--- src/rtl/cipher_stream_adapter_if.sv ---
// Byte-side and bit-serial signal bundle for cipher_stream_adapter.
// master = host/cipher side driving the adapter; slave = the adapter itself.
interface cipher_stream_adapter_if #(
  parameter int M = 32,
  parameter int W = 8
);
  logic [M-1:0] key;
  logic         key_load;
  logic         key_busy;
  logic         cfg_en;
  logic         cfg_i;
  logic [W-1:0] tx_data;
  logic         tx_valid;
  logic         tx_ready;
  logic         tx_p;
  logic         tx_en;
  logic         rx_bit;
  logic         rx_bit_valid;
  logic         rx_flush;
  logic         rx_e;
  logic         rx_en;
  logic         rx_p;
  logic [W-1:0] rx_data;
  logic         rx_valid;
  logic         rx_drop;

  modport master (
    output key, key_load, tx_data, tx_valid, rx_bit, rx_bit_valid, rx_flush, rx_p,
    input  key_busy, cfg_en, cfg_i, tx_ready, tx_p, tx_en, rx_e, rx_en, rx_data,
           rx_valid, rx_drop
  );

  modport slave (
    input  key, key_load, tx_data, tx_valid, rx_bit, rx_bit_valid, rx_flush, rx_p,
    output key_busy, cfg_en, cfg_i, tx_ready, tx_p, tx_en, rx_e, rx_en, rx_data,
           rx_valid, rx_drop
  );
endinterface

--- src/rtl/cipher_stream_adapter.sv ---
// Byte-side front end for a bit-serial stream cipher: key load over the cfg chain,
// tx word serialiser, rx line forwarding and plaintext byte reassembly.
module cipher_stream_adapter #(
  parameter int M      = 32,
  parameter int W      = 8,
  parameter int RX_LAT = 1
) (
  input logic                    clk,
  input logic                    rst_n,
  cipher_stream_adapter_if.slave if_s
);

  localparam int MAXB = (M > W) ? M : W;
  localparam int CW   = $clog2(MAXB);
  localparam int RCW  = (W > 1) ? $clog2(W) : 1;

  typedef enum logic [1:0] {IDLE, TX_SHIFT, KEY_SHIFT} state_t;

  state_t         r_state, w_state_nx;
  logic [CW-1:0]  r_cnt, w_cnt_nx;
  logic [W-1:0]   r_tx_sr, w_tx_sr_nx;
  logic [M-1:0]   r_key_sr, w_key_sr_nx;
  logic           r_key_pend, w_key_pend_nx;
  logic           r_key_busy, w_key_busy_nx;
  logic           r_tx_ready, w_tx_ready_nx;
  logic           r_tx_en, w_tx_en_nx;
  logic           r_tx_p, w_tx_p_nx;
  logic           r_cfg_en, w_cfg_en_nx;
  logic           r_cfg_i, w_cfg_i_nx;
  logic           w_key_acc;

  logic           r_rx_e, r_rx_en, r_rx_drop, r_rx_valid;
  logic [W-2:0]   r_rx_asm;
  logic [W-1:0]   r_rx_data;
  logic [RCW-1:0] r_rx_cnt;
  logic [RX_LAT-1:0] r_dly;
  logic [W-1:0]   w_rx_word;

  assign w_key_acc = if_s.key_load && !r_key_busy;
  assign w_rx_word = {r_rx_asm, if_s.rx_p};

  always_comb begin
    w_state_nx    = r_state;
    w_cnt_nx      = r_cnt;
    w_tx_sr_nx    = r_tx_sr;
    w_key_sr_nx   = r_key_sr;
    w_key_pend_nx = r_key_pend;
    w_key_busy_nx = r_key_busy;
    w_tx_en_nx    = 1'b0;
    w_tx_p_nx     = 1'b0;
    w_cfg_en_nx   = 1'b0;
    w_cfg_i_nx    = 1'b0;
    w_tx_ready_nx = 1'b0;

    if (w_key_acc) begin
      w_key_sr_nx   = if_s.key;
      w_key_pend_nx = 1'b1;
      w_key_busy_nx = 1'b1;
    end

    unique case (r_state)
      IDLE: begin
        // A pending key always wins over a new tx word offered in the same cycle
        if (r_key_pend) begin
          w_state_nx    = KEY_SHIFT;
          w_key_pend_nx = 1'b0;
          w_cfg_en_nx   = 1'b1;
          w_cfg_i_nx    = r_key_sr[M-1];
          w_key_sr_nx   = r_key_sr << 1;
          w_cnt_nx      = CW'(M - 1);
        end else if (if_s.tx_valid && r_tx_ready) begin
          w_state_nx = TX_SHIFT;
          w_tx_en_nx = 1'b1;
          w_tx_p_nx  = if_s.tx_data[W-1];
          w_tx_sr_nx = if_s.tx_data << 1;
          w_cnt_nx   = CW'(W - 1);
        end
      end
      TX_SHIFT: begin
        if (r_cnt == '0) begin
          w_state_nx = IDLE;
        end else begin
          w_tx_en_nx = 1'b1;
          w_tx_p_nx  = r_tx_sr[W-1];
          w_tx_sr_nx = r_tx_sr << 1;
          w_cnt_nx   = r_cnt - 1'b1;
        end
      end
      KEY_SHIFT: begin
        if (r_cnt == '0) begin
          w_state_nx    = IDLE;
          w_key_busy_nx = 1'b0;
        end else begin
          w_cfg_en_nx = 1'b1;
          w_cfg_i_nx  = r_key_sr[M-1];
          w_key_sr_nx = r_key_sr << 1;
          w_cnt_nx    = r_cnt - 1'b1;
        end
      end
      default: w_state_nx = IDLE;
    endcase

    w_tx_ready_nx = (w_state_nx == IDLE) && !w_key_pend_nx;
  end

  always_ff @(posedge clk or negedge rst_n) begin
    if (!rst_n) begin
      r_state    <= IDLE;
      r_cnt      <= '0;
      r_tx_sr    <= '0;
      r_key_sr   <= '0;
      r_key_pend <= 1'b0;
      r_key_busy <= 1'b0;
      r_tx_ready <= 1'b0;
      r_tx_en    <= 1'b0;
      r_tx_p     <= 1'b0;
      r_cfg_en   <= 1'b0;
      r_cfg_i    <= 1'b0;
    end else begin
      r_state    <= w_state_nx;
      r_cnt      <= w_cnt_nx;
      r_tx_sr    <= w_tx_sr_nx;
      r_key_sr   <= w_key_sr_nx;
      r_key_pend <= w_key_pend_nx;
      r_key_busy <= w_key_busy_nx;
      r_tx_ready <= w_tx_ready_nx;
      r_tx_en    <= w_tx_en_nx;
      r_tx_p     <= w_tx_p_nx;
      r_cfg_en   <= w_cfg_en_nx;
      r_cfg_i    <= w_cfg_i_nx;
    end
  end

  // r_dly mirrors rx_en delayed to line up with the cipher's rx_p latency
  always_ff @(posedge clk or negedge rst_n) begin
    if (!rst_n) begin
      r_rx_e     <= 1'b0;
      r_rx_en    <= 1'b0;
      r_rx_drop  <= 1'b0;
      r_rx_valid <= 1'b0;
      r_rx_asm   <= '0;
      r_rx_data  <= '0;
      r_rx_cnt   <= '0;
      r_dly      <= '0;
    end else begin
      r_rx_e     <= if_s.rx_bit;
      r_rx_en    <= if_s.rx_bit_valid & ~r_key_busy;
      r_rx_drop  <= if_s.rx_bit_valid & r_key_busy;
      r_rx_valid <= 1'b0;
      if (if_s.rx_flush) begin
        r_rx_cnt <= '0;
        r_dly    <= '0;
      end else begin
        r_dly[0] <= r_rx_en;
        for (int i = 1; i < RX_LAT; i++) r_dly[i] <= r_dly[i-1];
        if (r_dly[RX_LAT-1]) begin
          r_rx_asm <= w_rx_word[W-2:0];
          if (r_rx_cnt == RCW'(W - 1)) begin
            r_rx_data  <= w_rx_word;
            r_rx_valid <= 1'b1;
            r_rx_cnt   <= '0;
          end else begin
            r_rx_cnt <= r_rx_cnt + 1'b1;
          end
        end
      end
    end
  end

  assign if_s.key_busy = r_key_busy;
  assign if_s.cfg_en   = r_cfg_en;
  assign if_s.cfg_i    = r_cfg_i;
  assign if_s.tx_ready = r_tx_ready;
  assign if_s.tx_en    = r_tx_en;
  assign if_s.tx_p     = r_tx_p;
  assign if_s.rx_e     = r_rx_e;
  assign if_s.rx_en    = r_rx_en;
  assign if_s.rx_drop  = r_rx_drop;
  assign if_s.rx_valid = r_rx_valid;
  assign if_s.rx_data  = r_rx_data;

endmodule

--- src/flat_wrapper.sv ---
// flat-port wrapper written by rule: the top's interface ports become plain ports
module cipher_stream_adapter_flat 
#(
  parameter int M      = 32,
  parameter int W      = 8,
  parameter int RX_LAT = 1
)
  (clk, rst_n, if_s_key, if_s_key_load, if_s_tx_data, if_s_tx_valid, if_s_rx_bit, if_s_rx_bit_valid, if_s_rx_flush, if_s_rx_p, if_s_key_busy, if_s_cfg_en, if_s_cfg_i, if_s_tx_ready, if_s_tx_p, if_s_tx_en, if_s_rx_e, if_s_rx_en, if_s_rx_data, if_s_rx_valid, if_s_rx_drop);
  cipher_stream_adapter_if #(.M(M), .W(W)) if_s_i ();
  input logic clk;
  input logic rst_n;
  input wire logic [$bits(if_s_i.key)-1:0] if_s_key;
  input wire logic [$bits(if_s_i.key_load)-1:0] if_s_key_load;
  input wire logic [$bits(if_s_i.tx_data)-1:0] if_s_tx_data;
  input wire logic [$bits(if_s_i.tx_valid)-1:0] if_s_tx_valid;
  input wire logic [$bits(if_s_i.rx_bit)-1:0] if_s_rx_bit;
  input wire logic [$bits(if_s_i.rx_bit_valid)-1:0] if_s_rx_bit_valid;
  input wire logic [$bits(if_s_i.rx_flush)-1:0] if_s_rx_flush;
  input wire logic [$bits(if_s_i.rx_p)-1:0] if_s_rx_p;
  output wire logic [$bits(if_s_i.key_busy)-1:0] if_s_key_busy;
  output wire logic [$bits(if_s_i.cfg_en)-1:0] if_s_cfg_en;
  output wire logic [$bits(if_s_i.cfg_i)-1:0] if_s_cfg_i;
  output wire logic [$bits(if_s_i.tx_ready)-1:0] if_s_tx_ready;
  output wire logic [$bits(if_s_i.tx_p)-1:0] if_s_tx_p;
  output wire logic [$bits(if_s_i.tx_en)-1:0] if_s_tx_en;
  output wire logic [$bits(if_s_i.rx_e)-1:0] if_s_rx_e;
  output wire logic [$bits(if_s_i.rx_en)-1:0] if_s_rx_en;
  output wire logic [$bits(if_s_i.rx_data)-1:0] if_s_rx_data;
  output wire logic [$bits(if_s_i.rx_valid)-1:0] if_s_rx_valid;
  output wire logic [$bits(if_s_i.rx_drop)-1:0] if_s_rx_drop;
  assign if_s_i.key = if_s_key;
  assign if_s_i.key_load = if_s_key_load;
  assign if_s_i.tx_data = if_s_tx_data;
  assign if_s_i.tx_valid = if_s_tx_valid;
  assign if_s_i.rx_bit = if_s_rx_bit;
  assign if_s_i.rx_bit_valid = if_s_rx_bit_valid;
  assign if_s_i.rx_flush = if_s_rx_flush;
  assign if_s_i.rx_p = if_s_rx_p;
  assign if_s_key_busy = if_s_i.key_busy;
  assign if_s_cfg_en = if_s_i.cfg_en;
  assign if_s_cfg_i = if_s_i.cfg_i;
  assign if_s_tx_ready = if_s_i.tx_ready;
  assign if_s_tx_p = if_s_i.tx_p;
  assign if_s_tx_en = if_s_i.tx_en;
  assign if_s_rx_e = if_s_i.rx_e;
  assign if_s_rx_en = if_s_i.rx_en;
  assign if_s_rx_data = if_s_i.rx_data;
  assign if_s_rx_valid = if_s_i.rx_valid;
  assign if_s_rx_drop = if_s_i.rx_drop;
  cipher_stream_adapter #(.M(M), .W(W), .RX_LAT(RX_LAT)) u_core (.clk(clk), .rst_n(rst_n), .if_s(if_s_i));
endmodule
--- config.mk ---
export PLATFORM = sky130hd
export DESIGN_NAME = cipher_stream_adapter_flat
export DESIGN_NICKNAME = d
export VERILOG_FILES = /design/src/rtl/cipher_stream_adapter_if.sv /design/src/rtl/cipher_stream_adapter.sv /design/src/flat_wrapper.sv
export SDC_FILE = /design/constraint.sdc
export NUM_CORES = 1
export LEC_CHECK = 0
export BUFFER_PORTS_ARGS = -buffer_cell sky130_fd_sc_hd__buf_2
export CAP_MARGIN = 20
export CORE_AREA = 2 2 72 142
export DETAILED_ROUTE_END_ITERATION = 10
export DIE_AREA = 0 0 74 144
export SETUP_SLACK_MARGIN = 0.3
export SYNTH_ARGS = -nofsm -noshare
export SYNTH_HDL_FRONTEND = slang
export SYNTH_SLANG_ARGS = --single-unit
--- constraint.sdc ---
create_clock -name clk -period 5.7 [get_ports clk]
set_clock_uncertainty 0.1 [all_clocks]
set_input_delay 0.57 -clock clk [delete_from_list [all_inputs] [get_ports clk]]
set_output_delay 0.57 -clock clk [all_outputs]
set_load 0.01 [all_outputs]
==> run metrics <==
area leader, netlist dfrtp_1; Layout area overhead 17.8%; leading cell types in the layout, fill and taps excluded dfrtp_1, buf_2, o21ai_0; WS Path Type reg2reg; Flop pwr share 38.0%; post-synth top area share 45.1%; Routed wire per std cell 15.4 um; LEAKAGE 2.43 nW; Initial Util 43.8%; 1st-pass router iterations 4; Finish-stage setup viols 0; TNS Setup 0 ps; Crit. End Element flip-flop; r2r setup slk 3000 ps; total gr overflow 0; hpwl dp 6290 um; Clock Path Buffers 2; Clk pwr share 33.9%; Tcrit/Tclk final 47.3%; worst-margin pin slew 700 ps; Clock Latency Late Sink 340 ps; Root Driver clkbuf_16; Total Routed Length 9690 um; die height 144 um; count of buffers from port buffering 65; YS warnings 0; Post-DRT Antenna Nets 0; Die ar. 10700 um^2; cts repair resizes 0; first-pass GRT wire length 16500 um; Final Hold Viols 0; Worst EP required 5820 ps; vias in the first global route 3532; total power 1.95 mW; # DRC 0; largest net degree at the start of global routing 77; Syn Inst Count 446; post-layout util 51.6%; worst hold slack 43.9 ps; Sw Share 32.6%; largest cells by area after synthesis dfrtp_1, mux2i_1, o21ai_0; FP Rows 51; Tmin final 2700 ps; CTS tree done; total number of vias 3486; Logic pwr share 28.1%; initial antenna violation count 0; die width 74 um; FF-to-FF Start u_core.r_state[0]; synthesized net count 501; GRT Total Usage 19.9%; #FFs+latches synth 76; fmax 371 MHz; Iter 0 DRT Violations 248; Avg Vias per Cell 5.52; relative slew slack 53.3%; CTS Buf Count 9; Clock Pin Slew Worst Setup and Hold Paths 60 ps; Int Pwr 1.32 mW; final number of max-transition violations 0; Min-Delay Path Class in2async; antenna diode count 0; unrepaired setup endpoints after global routing no; Core Footprint 9640 um^2; area of the mapped netlist 4220 um^2; most common cell after layout, fill and taps aside dfrtp_1; max-cap viol count 0; crit path from u_core.r_state[0]; Sinks on Clock Net 76; run status complete, no violations; Worst Setup Start Kind flip-flop; Unique masters post-synth 42; Final GP Congestion 0.787; peak supply drop 0.000169 V; IO Count 66; Hold-fix buffers, CTS 0; P per Cell Area 393 nW/um^2; sequential fraction of the synthesis area 45.1%; fin nets 549; sw power 635 uW; Avg Inst Size Synth 9.46 um^2; Worst EP arrival 2820 ps; total setup buffers inserted after CTS 0; H-tree level count 3; crit-path max FO 32; layout cells sized above 1 22.0%
logic make-up after synthesis:
group           share of synthesized area [%]
compound gates                           24.1
fa+ha+maj                                2.08
buf+inv                                  4.66
flops                                    45.1
mux                                      12.8
simple gates                             11.2
per-layer routing:
| metal | routed length [um] | up-vias | GRT usage (%) |
|---|---|---|---|
| met3 | 289 | 18 | 3.83 |
| li1 | - | 1716 | - |
| met1 | 3970 | 1693 | 22.9 |
| met4 | 269 | 0 | 9.76 |
| met2 | 5160 | 59 | 34.2 |
| met5 | 0 | - | 0 |
power groups by stage:
stage	logic [mW]	registers [mW]	clock network, mW
floorplan	0.425	0.738	0
global placement	0.528	0.745	0
detailed placement	0.552	0.749	0
CTS	0.553	0.740	0.679
global route	0.626	0.758	0.709
finish	0.548	0.741	0.661
registers in the layout (all words and copies together) (netlist names), 2 cells and up:
register / cells
u_core.r_cnt: 5
u_core.r_key_sr: 32
u_core.r_tx_sr: 7
u_core.r_rx_asm: 7
u_core.r_state: 2
u_core.if_s.rx_data: 8
u_core.r_rx_cnt: 3
final timing paths:
check	to	cells after the start
hold reg to reg	u_core.r_dly	1
setup / recovery	u_core.r_key_sr[8]	6
max in group asynchronous	u_core.r_key_pend	2
min in group clk	u_core.if_s.rx_e	1
hold / removal	u_core.r_key_sr[26]	1
setup reg to reg	u_core.r_key_sr[8]	6
layout make-up:
type                       count  area [um^2]
fill                         885         4670
timing repair buffer          71          393
clock buffer                  10          239
clock inverter                 6          111
inverter                       8         30.0
sequential                    76         1900
multi-input combinational    328         2130
tap                          132          165
Yosys cell counts:
cell and number:
mux2i_1 36, nor4b_4 1, nand2_1 41, a211oi_1 1, or4b_1 1, o32a_1 1, nand3b_1 1, clkbuf_1 17
buf_6 1, o22ai_1 10, nand4b_1 1, a311oi_1 1, mux2_2 16, a2bb2oi_1 1, or2_2 1, o211a_1 1
a22o_1 2, nor3_1 2, a21o_1 2, a22o_2 2, or3_1 1, and2_1 2, nor2b_1 6, a32o_1 1
buf_1 1, and4_1 1, buf_4 5, a211o_1 31, a31oi_1 2, dfrtp_1 76, nor3b_1 1, o21ai_1 6
buf_2 10, nor2_1 39, ha_1 7, nand2b_1 4, o21ai_0 60, a21oi_1 43, a221o_2 1, o21a_1 1
and4b_1 1, inv_1 8
stage by stage:
stage,setup slack [ps],instances,cell area (um^2)
2_1_floorplan,3810,446,4220
3_3_place_gp,3080,614,4590
3_5_place_dp,3000,614,4590
4_1_cts,2970,630,4940
5_1_grt,2790,631,4970
6_report,3000,631,4970
worst max-delay path, cell delays in order (launching register included):
cell and delay, ps:
dfrtp_1 400, inv_1 130, ha_1 510, buf_4 410
or2_2 640, nor2_1 120, a211o_1 250
(Power assumes the default switching activity.)
